$ cat src/rtl/cga_alu_qreg_if.sv
// cga_alu_qreg_if: bus bundle between the microcode/ALU datapath and the Q register.
//   master : drives F_15_0, QLOAD, QSHIFT, QDIR, QSIN_L, QSIN_R, STEP_START, STEP_N_4_0
//            and observes Q_15_0, QSOUT_L, QSOUT_R, STEP_BUSY, STEP_DONE, STEP_CNT_4_0.
//   slave  : the Q register stage (directions mirrored).
// Optional macro CGA_ALU_QREG_PAR_EN adds the QPAR parity signal.
interface cga_alu_qreg_if;
  logic [15:0] F_15_0;
  logic        QLOAD;
  logic        QSHIFT;
  logic        QDIR;
  logic        QSIN_L;
  logic        QSIN_R;
  logic        STEP_START;
  logic [4:0]  STEP_N_4_0;
  logic [15:0] Q_15_0;
  logic        QSOUT_L;
  logic        QSOUT_R;
  logic        STEP_BUSY;
  logic        STEP_DONE;
  logic [4:0]  STEP_CNT_4_0;
`ifdef CGA_ALU_QREG_PAR_EN
  logic        QPAR;
`endif

  modport master (
`ifdef CGA_ALU_QREG_PAR_EN
    input  QPAR,
`endif
    output F_15_0, QLOAD, QSHIFT, QDIR, QSIN_L, QSIN_R, STEP_START, STEP_N_4_0,
    input  Q_15_0, QSOUT_L, QSOUT_R, STEP_BUSY, STEP_DONE, STEP_CNT_4_0
  );

  modport slave (
`ifdef CGA_ALU_QREG_PAR_EN
    output QPAR,
`endif
    input  F_15_0, QLOAD, QSHIFT, QDIR, QSIN_L, QSIN_R, STEP_START, STEP_N_4_0,
    output Q_15_0, QSOUT_L, QSOUT_R, STEP_BUSY, STEP_DONE, STEP_CNT_4_0
  );
endinterface

$ cat src/rtl/cga_alu_qreg.sv
// cga_alu_qreg: 16-bit Q operand register for the CGA ALU with load, single
// shift and an autonomous N-step shift sequencer (IDLE -> RUN -> DONE).
// Ports:
//   sysclk   - system clock, rising edge
//   sys_rst  - synchronous active-high reset
//   bus      - cga_alu_qreg_if.slave: load/shift controls, step controls,
//              Q_15_0 register output, shift-out bits, step status
// Optional feature: define CGA_ALU_QREG_PAR_EN to add the registered even
// parity output QPAR (Q_15_0 ^ QPAR reduces to 0).
module cga_alu_qreg (
  input logic           sysclk,
  input logic           sys_rst,
  cga_alu_qreg_if.slave bus
);

  typedef enum logic [1:0] {
    ST_IDLE = 2'd0,
    ST_RUN  = 2'd1,
    ST_DONE = 2'd2
  } state_t;

  state_t      state_r, state_nx_s;
  logic [15:0] q_r, q_nx_s;
  logic        dir_r, dir_nx_s;
  logic [4:0]  cnt_r, cnt_nx_s;
  logic        busy_r;
  logic        done_r;

  // One-bit shift: dir 0 = left (fill bit 0), dir 1 = right (fill bit 15).
  function automatic logic [15:0] shift_q(input logic [15:0] q, input logic dir,
                                          input logic sin_l, input logic sin_r);
    if (dir == 1'b0) begin
      return {q[14:0], sin_l};
    end else begin
      return {sin_r, q[15:1]};
    end
  endfunction

  // Step count 0 means a full 16; anything beyond 16 saturates at 16.
  function automatic logic [4:0] norm_n(input logic [4:0] n);
    if ((n == 5'd0) || (n > 5'd16)) begin
      return 5'd16;
    end else begin
      return n;
    end
  endfunction

`ifdef CGA_ALU_QREG_PAR_EN
  // Even parity: the returned bit makes the total count of ones even.
  function automatic logic even_par(input logic [15:0] q);
    return ^q;
  endfunction
`endif

  // Next-state, next-Q and counter decode for the step sequencer.
  always_comb begin
    state_nx_s = state_r;
    q_nx_s     = q_r;
    dir_nx_s   = dir_r;
    cnt_nx_s   = cnt_r;
    case (state_r)
      ST_IDLE, ST_DONE: begin
        if (bus.QLOAD) begin
          q_nx_s = bus.F_15_0;
        end else if (bus.QSHIFT) begin
          q_nx_s = shift_q(q_r, bus.QDIR, bus.QSIN_L, bus.QSIN_R);
        end else begin
          q_nx_s = q_r;
        end
        if (bus.STEP_START) begin
          dir_nx_s   = bus.QDIR;
          cnt_nx_s   = norm_n(bus.STEP_N_4_0);
          state_nx_s = ST_RUN;
        end else begin
          state_nx_s = ST_IDLE;
        end
      end
      ST_RUN: begin
        // A load replaces this cycle's shift but still consumes a step.
        if (bus.QLOAD) begin
          q_nx_s = bus.F_15_0;
        end else begin
          q_nx_s = shift_q(q_r, dir_r, bus.QSIN_L, bus.QSIN_R);
        end
        cnt_nx_s = cnt_r - 5'd1;
        if (cnt_r == 5'd1) begin
          state_nx_s = ST_DONE;
        end else begin
          state_nx_s = ST_RUN;
        end
      end
      default: begin
        state_nx_s = ST_IDLE;
        cnt_nx_s   = 5'd0;
      end
    endcase
  end

  // State, Q and status registers; status flags are registered from the next state.
  always_ff @(posedge sysclk) begin
    if (sys_rst) begin
      state_r <= ST_IDLE;
      q_r     <= 16'h0000;
      dir_r   <= 1'b0;
      cnt_r   <= 5'd0;
      busy_r  <= 1'b0;
      done_r  <= 1'b0;
    end else begin
      state_r <= state_nx_s;
      q_r     <= q_nx_s;
      dir_r   <= dir_nx_s;
      cnt_r   <= cnt_nx_s;
      busy_r  <= (state_nx_s == ST_RUN);
      done_r  <= (state_nx_s == ST_DONE);
    end
  end

`ifdef CGA_ALU_QREG_PAR_EN
  logic par_r;

  // Parity register tracks the same next value that Q is loaded with.
  always_ff @(posedge sysclk) begin
    if (sys_rst) begin
      par_r <= 1'b0;
    end else begin
      par_r <= even_par(q_nx_s);
    end
  end

  assign bus.QPAR = par_r;
`endif

  assign bus.Q_15_0       = q_r;
  assign bus.QSOUT_L      = q_r[15];
  assign bus.QSOUT_R      = q_r[0];
  assign bus.STEP_BUSY    = busy_r;
  assign bus.STEP_DONE    = done_r;
  assign bus.STEP_CNT_4_0 = cnt_r;

endmodule

$ cat src/flat_wrapper.sv
// flat-port wrapper written by rule: the top's interface ports become plain ports
module cga_alu_qreg_flat 
  (sysclk, sys_rst, bus_F_15_0, bus_QLOAD, bus_QSHIFT, bus_QDIR, bus_QSIN_L, bus_QSIN_R, bus_STEP_START, bus_STEP_N_4_0, bus_Q_15_0, bus_QSOUT_L, bus_QSOUT_R, bus_STEP_BUSY, bus_STEP_DONE, bus_STEP_CNT_4_0);
  cga_alu_qreg_if bus_i ();
  input logic sysclk;
  input logic sys_rst;
  input wire logic [$bits(bus_i.F_15_0)-1:0] bus_F_15_0;
  input wire logic [$bits(bus_i.QLOAD)-1:0] bus_QLOAD;
  input wire logic [$bits(bus_i.QSHIFT)-1:0] bus_QSHIFT;
  input wire logic [$bits(bus_i.QDIR)-1:0] bus_QDIR;
  input wire logic [$bits(bus_i.QSIN_L)-1:0] bus_QSIN_L;
  input wire logic [$bits(bus_i.QSIN_R)-1:0] bus_QSIN_R;
  input wire logic [$bits(bus_i.STEP_START)-1:0] bus_STEP_START;
  input wire logic [$bits(bus_i.STEP_N_4_0)-1:0] bus_STEP_N_4_0;
  output wire logic [$bits(bus_i.Q_15_0)-1:0] bus_Q_15_0;
  output wire logic [$bits(bus_i.QSOUT_L)-1:0] bus_QSOUT_L;
  output wire logic [$bits(bus_i.QSOUT_R)-1:0] bus_QSOUT_R;
  output wire logic [$bits(bus_i.STEP_BUSY)-1:0] bus_STEP_BUSY;
  output wire logic [$bits(bus_i.STEP_DONE)-1:0] bus_STEP_DONE;
  output wire logic [$bits(bus_i.STEP_CNT_4_0)-1:0] bus_STEP_CNT_4_0;
  assign bus_i.F_15_0 = bus_F_15_0;
  assign bus_i.QLOAD = bus_QLOAD;
  assign bus_i.QSHIFT = bus_QSHIFT;
  assign bus_i.QDIR = bus_QDIR;
  assign bus_i.QSIN_L = bus_QSIN_L;
  assign bus_i.QSIN_R = bus_QSIN_R;
  assign bus_i.STEP_START = bus_STEP_START;
  assign bus_i.STEP_N_4_0 = bus_STEP_N_4_0;
  assign bus_Q_15_0 = bus_i.Q_15_0;
  assign bus_QSOUT_L = bus_i.QSOUT_L;
  assign bus_QSOUT_R = bus_i.QSOUT_R;
  assign bus_STEP_BUSY = bus_i.STEP_BUSY;
  assign bus_STEP_DONE = bus_i.STEP_DONE;
  assign bus_STEP_CNT_4_0 = bus_i.STEP_CNT_4_0;
  cga_alu_qreg u_core (.sysclk(sysclk), .sys_rst(sys_rst), .bus(bus_i));
endmodule
$ cat config.mk
export PLATFORM = sky130hd
export DESIGN_NAME = cga_alu_qreg_flat
export DESIGN_NICKNAME = d
export VERILOG_FILES = /design/src/rtl/cga_alu_qreg_if.sv /design/src/rtl/cga_alu_qreg.sv /design/src/flat_wrapper.sv
export SDC_FILE = /design/constraint.sdc
export NUM_CORES = 1
export LEC_CHECK = 0
export ABC_AREA = 1
export ABC_CLOCK_PERIOD_IN_PS = 2120
export BUFFER_PORTS_ARGS = -buffer_cell sky130_fd_sc_hd__buf_2
export CAP_MARGIN = 10
export CORE_AREA = 2 2 78 50
export CTS_CLUSTER_SIZE = 28
export DETAILED_ROUTE_END_ITERATION = 6
export DIE_AREA = 0 0 80 52
export PLACE_DENSITY = 0.82
export SYNTH_ARGS = -nofsm -noshare
export SYNTH_HDL_FRONTEND = slang
export SYNTH_SLANG_ARGS = --single-unit
$ cat constraint.sdc
create_clock -name sysclk -period 2.12 [get_ports sysclk]
set_clock_uncertainty 0.15 [all_clocks]
set_input_delay 0.318 -clock sysclk [delete_from_list [all_inputs] [get_ports sysclk]]
set_output_delay 0.318 -clock sysclk [all_outputs]
set_load 0.02 [all_outputs]
==> results by stage <==
Outcome:
- The run finished with clean final reports.

Global routing:
- Global routing consumed, over all layers together, 23.8% of the routing resources.
- The initial antenna violation count is 0.
- The first global-routing pass estimated 7.69 mm of wire.
- The number of global-route vias before repair is 1613.
- The largest net degree at the start of global routing is 33.
- The total overflow left after global routing is 0.

Placement:
- Routability-driven placement finished with a final weighted congestion of 0.936.
- Prior to clock tree synthesis, the placed netlist has a worst setup slack of 0.237 ns.
- Summed over all nets, the half-perimeter wirelength after detailed placement is 3.19 mm.
- Summing all placed instances gives a cell area of 0.00190 sq mm.
- The number of port buffers is 53.

Run:
- Across the run, the number of max-cap violations was 0.

Floorplanning:
- The die outline area is 0.00416 sq mm.
- The floorplan has 17 rows.
- The starting utilization of the core area is 49.0%.
- The core region area is 0.00349 sq mm.
- The die span in x is 80 microns.
- 54 I/O pins were placed.
- The die height is 52 microns.

Power:
- The worst voltage drop across the vdd grid is 365 uV.
- Registers are responsible for 43.9% of the overall power.
- The internal power is 0.000872 W.
- Power spread over the standard cell area amounts to 722 mW/mm^2.
- The leakage component of the power is 0.909 nW.
- The clock network burns 23.5% of the power.
- The relative contribution of combinational cells to total power is 32.6%.
- Of the total power, the share spent switching nets is 38.4%.
- The analysis attributes to net switching a power of 0.000543 W.

Timing:
- The worst path meets setup with 0.498 ns of slack.
- The slew at the pin with the worst max-slew slack is 0.511 ns.
- Setup repair after global routing left no endpoint under its margin.
- The share of the clock period used by the worst path after layout is 76.5%.
- The setup TNS is 0 ns.
- The final count of hold timing violations was 0.
- The headroom to the max-slew limit is 65.7%.
- The number of max-slew violations in the final report is 0.
- The tightest hold path in the finished design has a slack of 0.148 ns.
- The maximum clock rate is 0.617 GHz.
- Setup violations remaining at the end of the flow were counted as 0.
- The worst path in the final design needs a cycle of 1.62 ns, including I/O delays and setup.

Detailed routing:
- The number of detailed-route iterations in the first pass is 4.
- The number of DRC violations after detailed-routing iteration 0 is 242.
- The routed layout has 1948 vias.
- For this run, design rule violations remaining after detail routing come to 0.
- The per-cell routed wire length is 13.1 microns.
- The residual antenna-violating net count after detailed routing is 0.
- The final routed wirelength across all metal layers is 4.65 mm.
- The post-detailed-route via-to-cell ratio is 5.47.

Clock tree:
- After clock tree synthesis, the clock-pin slew on the worst setup and hold paths is 0.09 ns.
- The longest clock path from root to sink contains 2 buffers.
- The post-cts sizing count is 0.
- In this run the number of H-tree levels came out at 1.
- Buffers inserted to repair hold after CTS numbered 0.
- TritonCTS built the clock tree.
- For the worst-skew pair, the clock arrives at the later sink with an insertion delay of 0.27 ns.
- The number of buffers created by CTS is 3.
- The cell at the root of the clock tree is clkbuf_8.
- The number of setup buffers added after CTS is 0.
- Clock tree synthesis found a total of 26 sinks.

Cells and area:
- The area taken by multi-input logic gates is 990 sq um.
- Fill cells in the final layout number 354.
- From synthesis to final layout, the design area changed by 14.6%.
- The number of antenna diodes in the final layout is 0.
- Of the cells placed in the final design, the portion with a size suffix greater than 1 is 21.0%.
- The total area of sequential cells is 520 sq um.
- The final design utilization is 56.2%.
- The final design area excluding fillers is 0.00196 sq mm.
- The post-layout net count is 342.

Worst setup path:
- The number of buffers and inverters on the critical path is 0.
- The data required time of the worst path is 2.18 ns.
- The dominant cell type by count on the critical path is nand2_4.
- In this run the worst path has a maximum fanout of 32.
- The nature of the critical path startpoint is a register.
- The worst reg2reg path endpoint is u_core.bus.Q_15_0[13]$_SDFFE_PP0P_.
- The critical setup path kind is register to register.
- The maximum single-stage delay on the critical path is 0.50 ns.
- The number of cells on the worst reg-to-reg path is 4.
- In this run the critical register-to-register path is launched from u_core.state_r[0]$_SDFF_PP0_.
- The setup slack on the worst flop-to-flop path is 0.50 ns.
- STA classifies the critical path endpoint as a register.
- Data arrives at the worst endpoint at 1.68 ns.
- Traced cell by cell, the critical path runs through nand2_4 > nand2_4 > o21ai_0 > a31oi_1.
- Grouping stages by cell kind, the critical path spends the most delay in simple AND/OR/NAND/NOR gates.
- The cell with the biggest individual delay on the critical path is dfxtp_1.

Yosys:
- By area the synthesized netlist is led by dfxtp_1 (30%), nand2_1 (20%), nand3_1 (15%), a31oi_1 (6.2%), o21ai_0 (4.7%).
- Each instance of the synthesized netlist takes up on average 6.33 sq um.
- The number of warnings issued by yosys is 0.
- Synthesis produced a netlist whose cell count is 270.
- The total of flip-flops plus latches after synthesis is 26.
- The post-synthesis cell type with the largest combined area is dfxtp_1.
- Synthesis produced a netlist with a net count of 302.
- Synthesis instantiated 22 different standard cells from the library.
- The area share of the largest cell type after synthesis is 30.5%.
- The sequential fraction of the synthesis area is 30.5%.
- The synthesized area is 0.00171 sq mm.

Worst hold path:
- Along the worst hold path, the cell count comes to 3.
- The startpoint identified for the worst hold timing path is bus_F_15_0[4].
- The endpoint of the worst hold path is u_core.bus.Q_15_0[4]$_SDFFE_PP0P_.
- The tightest min-delay check is of the input pin to register type.
==> state kept, by name, summed over array words and instances (netlist names) <==
signal and cells:
u_core.dir_r 1, u_core.bus.STEP_BUSY 1, u_core.state_r 2, u_core.bus.STEP_DONE 1
u_core.bus.Q_15_0 16, u_core.bus.STEP_CNT_4_0 5
==> worst max-delay path by stage <==
stage / startpoint / cells past startpoint / endpoint
finish: u_core.state_r[0]$_SDFF_PP0_ / 4 / u_core.bus.Q_15_0[13]$_SDFFE_PP0P_
detailed placement: bus_STEP_N_4_0[1] / 8 / u_core.bus.STEP_CNT_4_0[3]$_SDFFE_PP0P_
floorplan: bus_STEP_N_4_0[1] / 7 / u_core.bus.STEP_CNT_4_0[0]$_SDFFE_PP0P_
global route: u_core.state_r[0]$_SDFF_PP0_ / 4 / u_core.bus.Q_15_0[9]$_SDFFE_PP0P_
CTS: u_core.state_r[0]$_SDFF_PP0_ / 4 / u_core.bus.Q_15_0[15]$_SDFFE_PP0P_
global placement: bus_STEP_N_4_0[1] / 8 / u_core.bus.STEP_CNT_4_0[0]$_SDFFE_PP0P_
==> metal layers <==
| layer | vias to the layer above | wire, microns | GRT usage, % |
|---|---|---|---|
| met5 | - | 0 | 0 |
| met4 | 0 | 27 | 5.08 |
| met3 | 2 | 491 | 5.03 |
| met2 | 108 | 1980 | 36.3 |
| met1 | 851 | 2150 | 34.5 |
| li1 | 987 | - | - |
==> layout make-up <==
| class | instances | share of cell area (%) |
|---|---|---|
| Tap cell | 47 | 3.00 |
| Multi-Input combinational cell | 209 | 50.5 |
| Sequential cell | 26 | 26.6 |
| Timing Repair Buffer | 54 | 13.9 |
| Inverter | 16 | 3.19 |
| Clock buffer | 4 | 2.81 |
==> power groups by stage <==
| stage | registers [W] | clock network (W) | logic, W |
|---|---|---|---|
| 2_1_floorplan | 0.000671 | 0 | 0.000301 |
| 3_3_place_gp | 0.000628 | 0 | 0.000445 |
| 3_5_place_dp | 0.000631 | 0 | 0.000457 |
| 4_1_cts | 0.000619 | 0.000332 | 0.000458 |
| 5_1_grt | 0.000632 | 0.000356 | 0.000519 |
| 6_report | 0.000622 | 0.000333 | 0.000461 |
==> layout by cell type (no fill, tap or decap), types with 2 or more instances in the layout <==
master | Yosys | final
a31oi_1 | 17 | 17
nor2_1 | 9 | 9
clkbuf_8 | 0 | 4
nand3_1 | 51 | 51
o21ai_1 | 9 | 9
o21ai_0 | 16 | 16
buf_2 | 7 | 53
nand2_1 | 89 | 89
a21oi_1 | 8 | 8
dfxtp_1 | 26 | 26
inv_1 | 12 | 12
inv_2 | 2 | 2
nand2_4 | 2 | 2
ha_1 | 3 | 3
nor3_1 | 2 | 2
==> cells in the mapped netlist <==
cell,count
inv_2,2
or4_1,1
buf_2,7
o21ai_2,1
nand3_1,51
o21ai_0,16
inv_4,1
a21oi_2,1
inv_1,12
nor3_1,2
nand2_1,89
a21oi_1,8
nand2_4,2
dfxtp_1,26
o21ai_1,9
clkbuf_1,2
a31oi_1,17
buf_4,5
ha_1,3
nor2_1,9
buf_6,5
clkinv_1,1
==> worst reg2reg max path, cell delays in order (launching register included) <==
cell	delay (ns)
dfxtp_1	0.50
nand2_4	0.25
nand2_4	0.36
o21ai_0	0.13
a31oi_1	0.16
==> per-stage QoR <==
step,std cells,power [W]
5_1_grt,356,0.00151
6_report,356,0.00142
4_1_cts,356,0.00141
2_1_floorplan,270,0.000972
3_5_place_dp,352,0.00109
3_3_place_gp,352,0.00107
==> kinds of logic (layout without fill, tap and decap cells) <==
| family | Yosys count | after routing | synth area share, % |
|---|---|---|---|
| flip-flops | 26 | 26 | 30.5 |
| AND/OR/NAND/NOR | 154 | 154 | 38.8 |
| adder cells (fa/ha/maj) | 3 | 3 | 2.20 |
| AO/OA/AOI/OAI | 52 | 52 | 16.9 |
| buffers and inverters | 35 | 74 | 11.6 |
No activity file was read; power rests on OpenSTA's default activity.
